===== src/rtl/pipe_pkg.sv =====
// ---------------------------------------------------------------------------
// pipe_pkg
// Shared definitions for the pipeline-stage skid register.
//   state_e   : stage occupancy state (EMPTY / HALF / FULL)
//   INST_NOP  : all-zero NOP word, the usual bubble payload for IF/ID stages
//   occ_of()  : maps a stage state onto its held-entry count
// ---------------------------------------------------------------------------
package pipe_pkg;

    typedef enum logic [1:0] {
        ST_EMPTY = 2'd0,
        ST_HALF  = 2'd1,
        ST_FULL  = 2'd2
    } state_e;

    localparam logic [31:0] INST_NOP = 32'h0000_0000;

    // Number of entries held in a given state.
    function automatic logic [1:0] occ_of(input state_e s);
        logic [1:0] occ;
        case (s)
            ST_EMPTY: occ = 2'd0;
            ST_HALF:  occ = 2'd1;
            ST_FULL:  occ = 2'd2;
            default:  occ = 2'd0;
        endcase
        return occ;
    endfunction

endpackage


===== src/rtl/pipe_stage_skid_if.sv =====
// ---------------------------------------------------------------------------
// pipe_stage_skid_if
// Handshake bundle around one pipeline stage boundary.
//   up_valid/up_ready/up_pc/up_data : upstream producer side
//   dn_valid/dn_ready/dn_pc/dn_data : downstream consumer side
// Modports:
//   master : the environment (drives up_* offers and dn_ready)
//   slave  : the stage itself (drives up_ready and dn_* outputs)
// ---------------------------------------------------------------------------
interface pipe_stage_skid_if #(
    parameter int ADDR_W = 32,
    parameter int DATA_W = 32
);
    logic              up_valid;
    logic              up_ready;
    logic [ADDR_W-1:0] up_pc;
    logic [DATA_W-1:0] up_data;
    logic              dn_valid;
    logic              dn_ready;
    logic [ADDR_W-1:0] dn_pc;
    logic [DATA_W-1:0] dn_data;

    modport master (
        output up_valid, up_pc, up_data, dn_ready,
        input  up_ready, dn_valid, dn_pc, dn_data
    );

    modport slave (
        input  up_valid, up_pc, up_data, dn_ready,
        output up_ready, dn_valid, dn_pc, dn_data
    );
endinterface


===== src/rtl/pipe_slot.sv =====
// ---------------------------------------------------------------------------
// pipe_slot
// One {pc, data} holding register.
//   clk, rst     : clock, synchronous active-low reset (reset loads bubble)
//   load         : capture pc_in/data_in
//   load_bubble  : capture pc = 0 / data = BUBBLE_DATA (wins over load)
//   pc_in/data_in: value to capture
//   pc_out/data_out : held value
// ---------------------------------------------------------------------------
module pipe_slot #(
    parameter int                ADDR_W      = 32,
    parameter int                DATA_W      = 32,
    parameter logic [DATA_W-1:0] BUBBLE_DATA = {DATA_W{1'b0}}
) (
    input  logic              clk,
    input  logic              rst,
    input  logic              load,
    input  logic              load_bubble,
    input  logic [ADDR_W-1:0] pc_in,
    input  logic [DATA_W-1:0] data_in,
    output logic [ADDR_W-1:0] pc_out,
    output logic [DATA_W-1:0] data_out
);
    logic [ADDR_W-1:0] pc_d,   pc_q;
    logic [DATA_W-1:0] data_d, data_q;

    // Next slot contents: bubble, new value, or hold.
    always_comb begin
        pc_d   = pc_q;
        data_d = data_q;
        if (load_bubble) begin
            pc_d   = {ADDR_W{1'b0}};
            data_d = BUBBLE_DATA;
        end else if (load) begin
            pc_d   = pc_in;
            data_d = data_in;
        end else begin
            pc_d   = pc_q;
            data_d = data_q;
        end
    end

    // Slot register with synchronous reset to the bubble value.
    always_ff @(posedge clk) begin
        if (!rst) begin
            pc_q   <= {ADDR_W{1'b0}};
            data_q <= BUBBLE_DATA;
        end else begin
            pc_q   <= pc_d;
            data_q <= data_d;
        end
    end

    assign pc_out   = pc_q;
    assign data_out = data_q;
endmodule


===== src/rtl/pipe_stage_skid.sv =====
// ---------------------------------------------------------------------------
// pipe_stage_skid
// Registered pipeline-stage boundary with a two-entry skid buffer and flush.
//   clk       : clock
//   rst       : synchronous active-low reset
//   flush     : drop every held entry and any entry offered this cycle
//   bus       : handshake bundle (slave side): up_* in, dn_* out
//   occupancy : held entries, 0..2
// The main slot always drives dn_*; the skid slot only holds the entry that
// arrived in the cycle downstream stalled. up_ready, dn_valid and occupancy
// are flops loaded from the next state, so no input reaches them through
// combinational logic.
// ---------------------------------------------------------------------------
module pipe_stage_skid
    import pipe_pkg::*;
#(
    parameter int                ADDR_W      = 32,
    parameter int                DATA_W      = 32,
    parameter logic [DATA_W-1:0] BUBBLE_DATA = {DATA_W{1'b0}}
) (
    input  logic                  clk,
    input  logic                  rst,
    input  logic                  flush,
    pipe_stage_skid_if.slave      bus,
    output logic [1:0]            occupancy
);
    state_e            state_d, state_q;
    logic              up_ready_d, up_ready_q;
    logic              dn_valid_d, dn_valid_q;
    logic [1:0]        occ_d, occ_q;

    logic              in_fire_s, out_fire_s;
    logic              main_load_s, main_bubble_s, main_from_skid_s;
    logic              skid_load_s;
    logic [ADDR_W-1:0] main_pc_in_s,   main_pc_s,   skid_pc_s;
    logic [DATA_W-1:0] main_data_in_s, main_data_s, skid_data_s;

    assign in_fire_s  = bus.up_valid & up_ready_q;
    assign out_fire_s = dn_valid_q & bus.dn_ready;

    // Next-state and slot control; flush overrides every transition.
    always_comb begin
        state_d          = state_q;
        main_load_s      = 1'b0;
        main_bubble_s    = 1'b0;
        main_from_skid_s = 1'b0;
        skid_load_s      = 1'b0;
        if (flush) begin
            state_d       = ST_EMPTY;
            main_bubble_s = 1'b1;
        end else begin
            case (state_q)
                ST_EMPTY: begin
                    if (in_fire_s) begin
                        main_load_s = 1'b1;
                        state_d     = ST_HALF;
                    end else begin
                        state_d     = ST_EMPTY;
                    end
                end
                ST_HALF: begin
                    if (in_fire_s && out_fire_s) begin
                        main_load_s = 1'b1;
                        state_d     = ST_HALF;
                    end else if (in_fire_s) begin
                        skid_load_s = 1'b1;
                        state_d     = ST_FULL;
                    end else if (out_fire_s) begin
                        main_bubble_s = 1'b1;
                        state_d       = ST_EMPTY;
                    end else begin
                        state_d     = ST_HALF;
                    end
                end
                ST_FULL: begin
                    // up_ready is low here, so only the drain can happen.
                    if (out_fire_s) begin
                        main_load_s      = 1'b1;
                        main_from_skid_s = 1'b1;
                        state_d          = ST_HALF;
                    end else begin
                        state_d          = ST_FULL;
                    end
                end
                default: begin
                    state_d       = ST_EMPTY;
                    main_bubble_s = 1'b1;
                end
            endcase
        end
    end

    // Status flags computed from the next state so they can be registered.
    always_comb begin
        up_ready_d = (state_d != ST_FULL);
        dn_valid_d = (state_d != ST_EMPTY);
        occ_d      = occ_of(state_d);
    end

    // Main slot source: skid entry on a FULL drain, otherwise upstream.
    always_comb begin
        main_pc_in_s   = bus.up_pc;
        main_data_in_s = bus.up_data;
        if (main_from_skid_s) begin
            main_pc_in_s   = skid_pc_s;
            main_data_in_s = skid_data_s;
        end else begin
            main_pc_in_s   = bus.up_pc;
            main_data_in_s = bus.up_data;
        end
    end

    // State and registered status outputs.
    always_ff @(posedge clk) begin
        if (!rst) begin
            state_q    <= ST_EMPTY;
            up_ready_q <= 1'b1;
            dn_valid_q <= 1'b0;
            occ_q      <= 2'd0;
        end else begin
            state_q    <= state_d;
            up_ready_q <= up_ready_d;
            dn_valid_q <= dn_valid_d;
            occ_q      <= occ_d;
        end
    end

    pipe_slot #(
        .ADDR_W      (ADDR_W),
        .DATA_W      (DATA_W),
        .BUBBLE_DATA (BUBBLE_DATA)
    ) u_main (
        .clk         (clk),
        .rst         (rst),
        .load        (main_load_s),
        .load_bubble (main_bubble_s),
        .pc_in       (main_pc_in_s),
        .data_in     (main_data_in_s),
        .pc_out      (main_pc_s),
        .data_out    (main_data_s)
    );

    // The skid slot is cleared on flush so stale entries never linger.
    pipe_slot #(
        .ADDR_W      (ADDR_W),
        .DATA_W      (DATA_W),
        .BUBBLE_DATA (BUBBLE_DATA)
    ) u_skid (
        .clk         (clk),
        .rst         (rst),
        .load        (skid_load_s),
        .load_bubble (flush),
        .pc_in       (bus.up_pc),
        .data_in     (bus.up_data),
        .pc_out      (skid_pc_s),
        .data_out    (skid_data_s)
    );

    assign bus.up_ready = up_ready_q;
    assign bus.dn_valid = dn_valid_q;
    assign bus.dn_pc    = main_pc_s;
    assign bus.dn_data  = main_data_s;
    assign occupancy    = occ_q;
endmodule


===== src/flat_wrapper.sv =====
// flat-port wrapper written by rule: the top's interface ports become plain ports
module pipe_stage_skid_flat import pipe_pkg::*;
#(
    parameter int                ADDR_W      = 32,
    parameter int                DATA_W      = 32,
    parameter logic [DATA_W-1:0] BUBBLE_DATA = {DATA_W{1'b0}}
)
  (clk, rst, flush, occupancy, bus_up_valid, bus_up_pc, bus_up_data, bus_dn_ready, bus_up_ready, bus_dn_valid, bus_dn_pc, bus_dn_data);
  pipe_stage_skid_if #(.ADDR_W(ADDR_W), .DATA_W(DATA_W)) bus_i ();
  input  logic clk;
  input  logic rst;
  input  logic flush;
  output logic [1:0] occupancy;
  input wire logic [$bits(bus_i.up_valid)-1:0] bus_up_valid;
  input wire logic [$bits(bus_i.up_pc)-1:0] bus_up_pc;
  input wire logic [$bits(bus_i.up_data)-1:0] bus_up_data;
  input wire logic [$bits(bus_i.dn_ready)-1:0] bus_dn_ready;
  output wire logic [$bits(bus_i.up_ready)-1:0] bus_up_ready;
  output wire logic [$bits(bus_i.dn_valid)-1:0] bus_dn_valid;
  output wire logic [$bits(bus_i.dn_pc)-1:0] bus_dn_pc;
  output wire logic [$bits(bus_i.dn_data)-1:0] bus_dn_data;
  assign bus_i.up_valid = bus_up_valid;
  assign bus_i.up_pc = bus_up_pc;
  assign bus_i.up_data = bus_up_data;
  assign bus_i.dn_ready = bus_dn_ready;
  assign bus_up_ready = bus_i.up_ready;
  assign bus_dn_valid = bus_i.dn_valid;
  assign bus_dn_pc = bus_i.dn_pc;
  assign bus_dn_data = bus_i.dn_data;
  pipe_stage_skid #(.ADDR_W(ADDR_W), .DATA_W(DATA_W), .BUBBLE_DATA(BUBBLE_DATA)) u_core (.clk(clk), .rst(rst), .flush(flush), .bus(bus_i), .occupancy(occupancy));
endmodule

===== config.mk =====
export PLATFORM = sky130hd
export DESIGN_NAME = pipe_stage_skid_flat
export DESIGN_NICKNAME = d
export VERILOG_FILES = /design/src/rtl/pipe_pkg.sv /design/src/rtl/pipe_stage_skid_if.sv /design/src/rtl/pipe_slot.sv /design/src/rtl/pipe_stage_skid.sv /design/src/flat_wrapper.sv
export SDC_FILE = /design/constraint.sdc
export NUM_CORES = 1
export LEC_CHECK = 0
export CORE_UTILIZATION = 53
export CTS_BUF_LIST = sky130_fd_sc_hd__clkbuf_8 sky130_fd_sc_hd__clkbuf_16
export CTS_CLUSTER_SIZE = 12
export DETAILED_ROUTE_END_ITERATION = 6
export GPL_ROUTABILITY_DRIVEN = 0
export PLACE_DENSITY = 0.95
export SYNTH_ARGS = -nofsm -noshare
export SYNTH_HDL_FRONTEND = slang
export SYNTH_SLANG_ARGS = --single-unit

===== constraint.sdc =====
create_clock -name clk -period 2.2 [get_ports clk]
set_input_delay 0.22 -clock clk [delete_from_list [all_inputs] [get_ports clk]]
set_output_delay 0.22 -clock clk [all_outputs]
set_load 0.02 [all_outputs]

# Yosys cells after proc, flatten, opt, wreduce, memory -nomap -nowiden
# Index checks and enable logic that the tools add are counted.
[op_classes]
n_eq_ne = 5
mux = 24
bitwise_logic = 3
n_reduce_logical = 6
[ops]
columns = ["operator", "n"]
rows = [
  ["two-way mux 32 bit", 2],
  ["two-way mux 1 bit", 14],
  ["two-way mux 2 bit", 4],
  ["case mux 2 bit (3 select lines)", 1],
  ["OR reduction 2 bit", 3],
  ["equality test 2 x 1 -> 1 bit (second input constant)", 2],
  ["equality test 2 bit (second input constant)", 2],
  ["case mux 2 bit (2 select lines)", 1],
  ["case mux 1 bit (3 select lines)", 1],
  ["AND 1 bit", 2],
  ["zero test 2 bit", 1],
  ["inequality test 2 bit (second input constant)", 1],
  ["case mux 1 bit (2 select lines)", 1],
  ["nonzero test 2 bit", 1],
  ["logical AND 1 bit", 1],
  ["NOT 1 bit", 1],
]
[totals]
regBits = 134
out_inout_bits = 68
elab_cells = 46

# Logic depth before layout (Yosys ltp)
[depth]
word_depth = 8
ltp_mapped = 7

# Modules after synthesis
# Synthesis repeated with hierarchy kept, for this count alone.
[unflattened]
cells_unflattened = 521
hier_area_um2 = 5733.0
[by_module_without_submodules]
columns = ["mod", "n_inst", "cells_per_inst", "area_each_um2"]
rows = [
  ["pipe_slot", 2, 207, 2304.7],
  ["pipe_stage_skid", 1, 107, 1123.6],
]

# Least setup slack after synthesis
# OpenSTA, ideal clock, no wires.
[synth_timing]
path_kind = "register to register"
start = "reg u_core.up_ready_q, in the netlist u_core.bus.up_ready"
end = "reg u_core.u_main.pc_q[10], in the netlist u_core.u_main.pc_out[10]"
t_arrival_ns = 1.537
slack_ns = 0.583
stages_incl_launch_ff = 7
path_buffers = 2
period_less_slack_ns = 1.617
path_cell_list = "dfxtp_1 > nand2_1 > a31o_2 > a21o_1 > buf_2 > buf_2 > a211oi_2"
[synth_between]
elab_chain_cells = 6
elab_cells_between_ends = 11
cone_classes = "mux (8); bitwise (1); reduce/logical (2)"
[synth_rtl]
columns = ["item", "line", "source"]
rows = [
  ["start: declaration", "pipe_stage_skid.sv:28", "logic up_ready_d, up_ready_q;"],
  ["start signal: assignment", "pipe_stage_skid.sv:122", "up_ready_q <= up_ready_d;"],
  ["AND 1 bit (*)", "pipe_stage_skid.sv:38", "assign in_fire_s = bus.up_valid & up_ready_q;"],
  ["two-way mux 1 bit or logical AND 1 bit (tied branches)", "pipe_stage_skid.sv:65, pipe_stage_skid.sv:62", ""],
  ["two-way mux 1 bit", "pipe_stage_skid.sv:62", "if (in_fire_s && out_fire_s) begin"],
  ["case mux 1 bit (2 select lines)", "pipe_stage_skid.sv:52", "case (state_q)"],
  ["two-way mux 1 bit", "pipe_stage_skid.sv:48", "if (flush) begin"],
  ["OR reduction 2 bit (no line)", "n/a", ""],
  ["end signal: assignment", "pipe_slot.sv:46", "pc_q <= {ADDR_W{1'b0}};"],
  ["end signal: assignment", "pipe_slot.sv:49", "pc_q <= pc_d;"],
  ["end: declaration", "pipe_slot.sv:24", "logic [ADDR_W-1:0] pc_d, pc_q;"],
]
# Every way passes the cells marked *; elsewhere a longest branch is shown, timed or not.
# A chain may end at the register's enable or synchronous reset.

# Worst setup path in the final report
[layout_timing]
start = "reg u_core.dn_valid_q, in the netlist u_core.bus.dn_valid"
end = "out bus_dn_valid"
[layout_rtl]
columns = ["item", "line", "source"]
rows = [
  ["start: declaration", "pipe_stage_skid.sv:29", "logic dn_valid_d, dn_valid_q;"],
  ["start signal: assignment", "pipe_stage_skid.sv:123", "dn_valid_q <= dn_valid_d;"],
  ["end: declaration", "flat_wrapper.sv:19", "output wire logic [$bits(bus_i.dn_valid)-1:0] bus_dn_valid;"],
]
# No word-level cell between the ends.

==> results by stage <==
Die:
- The core box area is 10320 µm².
- For this configuration, the core starts out at a cell density of 54.71%.
- In this run the core area contains 37 standard-cell rows.
- Measured along the y axis, the die boundary spans 105.2 µm.
- For this design the top-level I/O count stands at 137.
- The floorplan die area is 11070 µm².
- The die width is 105.2 µm.

Final layout:
- Of the cells placed in the final design, the portion with a size suffix greater than 1 is 15.75%.
- The sequential cell area is 2683 µm².
- In the layout the commonest cells are sky130_fd_sc_hd__clkdlybuf4s50_1 (136), sky130_fd_sc_hd__dfxtp_1 (134), sky130_fd_sc_hd__nand2_1 (129), sky130_fd_sc_hd__nor2_1 (69), sky130_fd_sc_hd__a21oi_1 (66).
- The combined area of the multi-input logic cells is 2679 µm².
- The number of antenna cells inserted is 0.
- For this run, the post-layout net count is 786.
- Excluding fillers, the count of instances in the completed layout stands at 866.
- Relative to the synthesized area, the layout overhead comes to 36.71%.
- Leaving out fill and tap cells, the most frequent cell in the layout is sky130_fd_sc_hd__clkdlybuf4s50_1.
- The number of fillers in the final layout is 645.

Worst setup path:
- The arrival time at the worst endpoint is 1.68 ns.
- In this run the worst path has a maximum fanout of 8.
- The number of cell instances on the worst register-to-register path is 5.
- The largest single stage delay on the critical path is 0.67 ns.
- The capturing point of the worst reg2reg path is u_core.u_main.pc_out[18].
- The launching point of the worst reg2reg path is u_core.bus.dn_valid.
- The element type at the critical path start is a register.
- The worst-case register-to-register setup slack is 0.44 ns.
- The kind of cell with the highest combined delay along the critical path is buffers and inverters.
- The worst path buffer plus inverter count is 1.
- The cell depth of the worst setup path is 1.
- STA puts the critical path data required time at 1.98 ns.
- The endpoint kind of the worst setup timing path is an output port.
- Walking the worst path, the cells encountered are clkdlybuf4s50_1.
- The cell at the slowest stage of the critical path is sky130_fd_sc_hd__clkdlybuf4s50_1.
- The critical setup path kind is register to output port.

Clock tree:
- TritonCTS built the clock tree.
- The count of hold buffers inserted by post-cts repair is 0.
- The clock passes through at most 2 buffers.
- The clock insertion delay at the later pin of the skew report is 0.51 ns.
- In this run the number of H-tree levels came out at 4.
- Once the clock tree was built, the setup fixing pass inserted 0 buffers.
- Clock tree synthesis found a total of 134 sinks.
- After clock tree synthesis, the repair step resized 0 gates.
- The CTS buffer count is 17.
- The clock-pin slew of the registers on the worst-case setup and hold paths is 0.07 ns.
- CTS placed an instance of sky130_fd_sc_hd__clkbuf_8 at the clock tree root.

Yosys:
- During synthesis, Yosys emitted a total of 0 warnings.
- Summing the sequential cell areas from Yosys gives 47.50% of the chip area.
- The synthesized net count is 662.
- The synthesized design contains 134 register bits.
- Of all flip-flops after synthesis, the portion carrying an async set or reset was 0%.
- The number of cells produced by synthesis is 593.
- The average footprint of a synthesized cell is 9.524 µm².
- Among all flip-flop cells after synthesis, the most frequent one is sky130_fd_sc_hd__dfxtp_1.
- The count of unique library cells instantiated by Yosys is 28.
- The synthesized design contains 0 enable-type register cells.
- The synthesized netlist occupies a cell area of 5648 µm².

Global route:
- The global-route usage over all layers is 26.12%.
- The number of antenna violations at the first check in global routing came to 0.
- Entering global routing, the biggest net connects 41 pins.
- The total grt overflow is 0.
- The global-route wire length before repair is 23.09 mm.
- The number of global-route vias before repair is 4920.

Worst hold path:
- For hold timing, the worst endpoint is u_core.u_skid.pc_out[6].
- The worst hold path begins at bus_up_pc[6].
- The worst hold path class is input port to register.
- The cell depth of the worst hold path is 3.

Place:
- The total instance count after detailed placement is 834.
- The HPWL after detailed placement is 9.446 mm.
- The number of buffers inserted by port buffering is 136.

Drt:
- The routed length per placed instance is 16.71 µm.
- Using the TritonRoute via totals, the vias-per-cell ratio works out to 5.626.
- For this block, the via count after detailed routing is 4872.
- Once detail routing completed, the nets flagged for antenna violations numbered 0.
- The violation count after the first detailed-routing iteration is 247.
- The first detailed-routing pass took 5 iterations.
- The routed wire length is 14.47 mm.
- In the routed design, unresolved DRC markers number 0.

STA:
- Clock skew on the completed layout was measured at 0.006997 ns.
- Setup repair after global routing left no endpoint under its margin.
- The count of pins over their slew limit is 0.
- Subtracting the final worst setup slack from the clock period gives 1.902 ns.
- Based on the critical path, the design can be clocked at up to 525.9 MHz.
- At the pin with the least slew margin, the transition time is 0.4019 ns.
- Dividing the final minimum period by the clock period gives 86.44%.
- Summed over all failing endpoints, the final setup total negative slack is 0 ns.
- The number of hold violations in the final report came to 0.
- The relative max-transition margin is 73.21%.
- The final setup violation count is 0.

Power and ir drop:
- Combinational logic is responsible for 12.2% of the overall power.
- Dividing total power by cell area gives a power density of 791.5 nW/µm².
- The share of total power dissipated in sequential elements is 41.7%.
- The clock network burns 46.1% of the power.
- VDD sags by at most 538.2 µV.
- The net switching power is 0.001591 W.
- The cell-internal power is 0.004521 W.
- The static leakage is 2.559 nW.
- Net switching is 26.03% of the power.

Outcome:
- The run finished with clean final reports.

Job:
- Across the run, the number of max-cap violations was 0.
[layer usage]
layer | routed length, µm | global-route usage, % | vias up
met2 | 7455 | 46.01 | 222
met5 | 0 | 0 | -
met3 | 936 | 4.700 | 29
met1 | 5782 | 31.16 | 2339
met4 | 291 | 10.97 | 0
li1 | - | - | 2282
[synth_stat cells, drive strengths merged, types with 2 or more instances]
library cell | n | share of area, %
buf | 41 | 5.1
nor2b | 2 | 0.22
clkbuf | 8 | 0.55
nand2 | 129 | 8.6
a21oi | 66 | 5.8
dfxtp | 134 | 47
a211oi | 66 | 14
mux2i | 64 | 11
nor2 | 70 | 4.9
[cell families (layout without fill, tap and decap cells)]
group | count (synthesis) | after routing | synth area share [%]
AOI/OAI and AO/OA | 139 | 139 | 20.38
muxes | 64 | 64 | 11.34
buffers and inverters | 49 | 186 | 5.605
xor gates and xnor gates | 1 | 1 | 0.1551
and+or+nand+nor | 206 | 206 | 15.02
DFF | 134 | 134 | 47.50
[state kept, by name, indices dropped and copies added, names as in the netlist]
signal and flops:
u_core.u_main.data_out 32, u_core.u_main.pc_out 32, u_core.u_skid.data_out 32, u_core.u_skid.pc_out 32, u_core.occupancy 2, u_core.state_q 2
u_core.bus.dn_valid 1, u_core.bus.up_ready 1
[how the worst max path moves through the flow]
stage | from | slack (ns) | endpoint
2_1_floorplan | u_core.bus.up_ready | 0.58 | u_core.u_main.pc_out[10]
3_3_place_gp | bus_dn_ready | 0.22 | u_core.u_main.pc_out[1]
3_5_place_dp | bus_dn_ready | 0.14 | u_core.u_main.pc_out[18]
4_1_cts | u_core.bus.dn_valid | 0.28 | bus_dn_valid
5_1_grt | u_core.bus.dn_valid | 0.24 | bus_dn_valid
6_report | u_core.bus.dn_valid | 0.30 | bus_dn_valid
[layout make-up]
class | count | share of cell area (%)
Clock buffer | 18 | 5.542
Clock inverter | 14 | 2.139
Multi-Input combinational cell | 410 | 34.69
Sequential cell | 134 | 34.74
Tap cell | 136 | 2.204
Timing Repair Buffer | 154 | 20.68
[power groups by stage]
stage	clock network, W	registers, W	logic (W)
2_1_floorplan	0	0.00267	0.000308
3_3_place_gp	0	0.00259	0.000717
3_5_place_dp	0	0.00260	0.000741
4_1_cts	0.00284	0.00255	0.000747
5_1_grt	0.00295	0.00255	0.000791
6_report	0.00282	0.00255	0.000748
[worst min-delay path: stages]
cell	delay, ns
sky130_fd_sc_hd__clkdlybuf4s50_1	0.42
sky130_fd_sc_hd__nand2_1	0.06
sky130_fd_sc_hd__a21oi_1	0.05
[per-stage QoR]
stage | setup slack, ns | cell area, µm² | util, % | hold WS (ns) | power, W
6_report | 0.2984 | 7721 | 74.79 | 0.2942 | 0.006111
5_1_grt | 0.2381 | 7721 | 74.79 | 0.2825 | 0.006292
4_1_cts | 0.2800 | 7721 | 74.79 | 0.2780 | 0.006134
3_5_place_dp | 0.1444 | 7128 | 69.05 | 0.4479 | 0.003338
3_3_place_gp | 0.2194 | 7128 | 69.05 | 0.4407 | 0.003311
2_1_floorplan | 0.5834 | 5648 | - | 0.3196 | 0.002977
(Power assumes the default switching activity.)
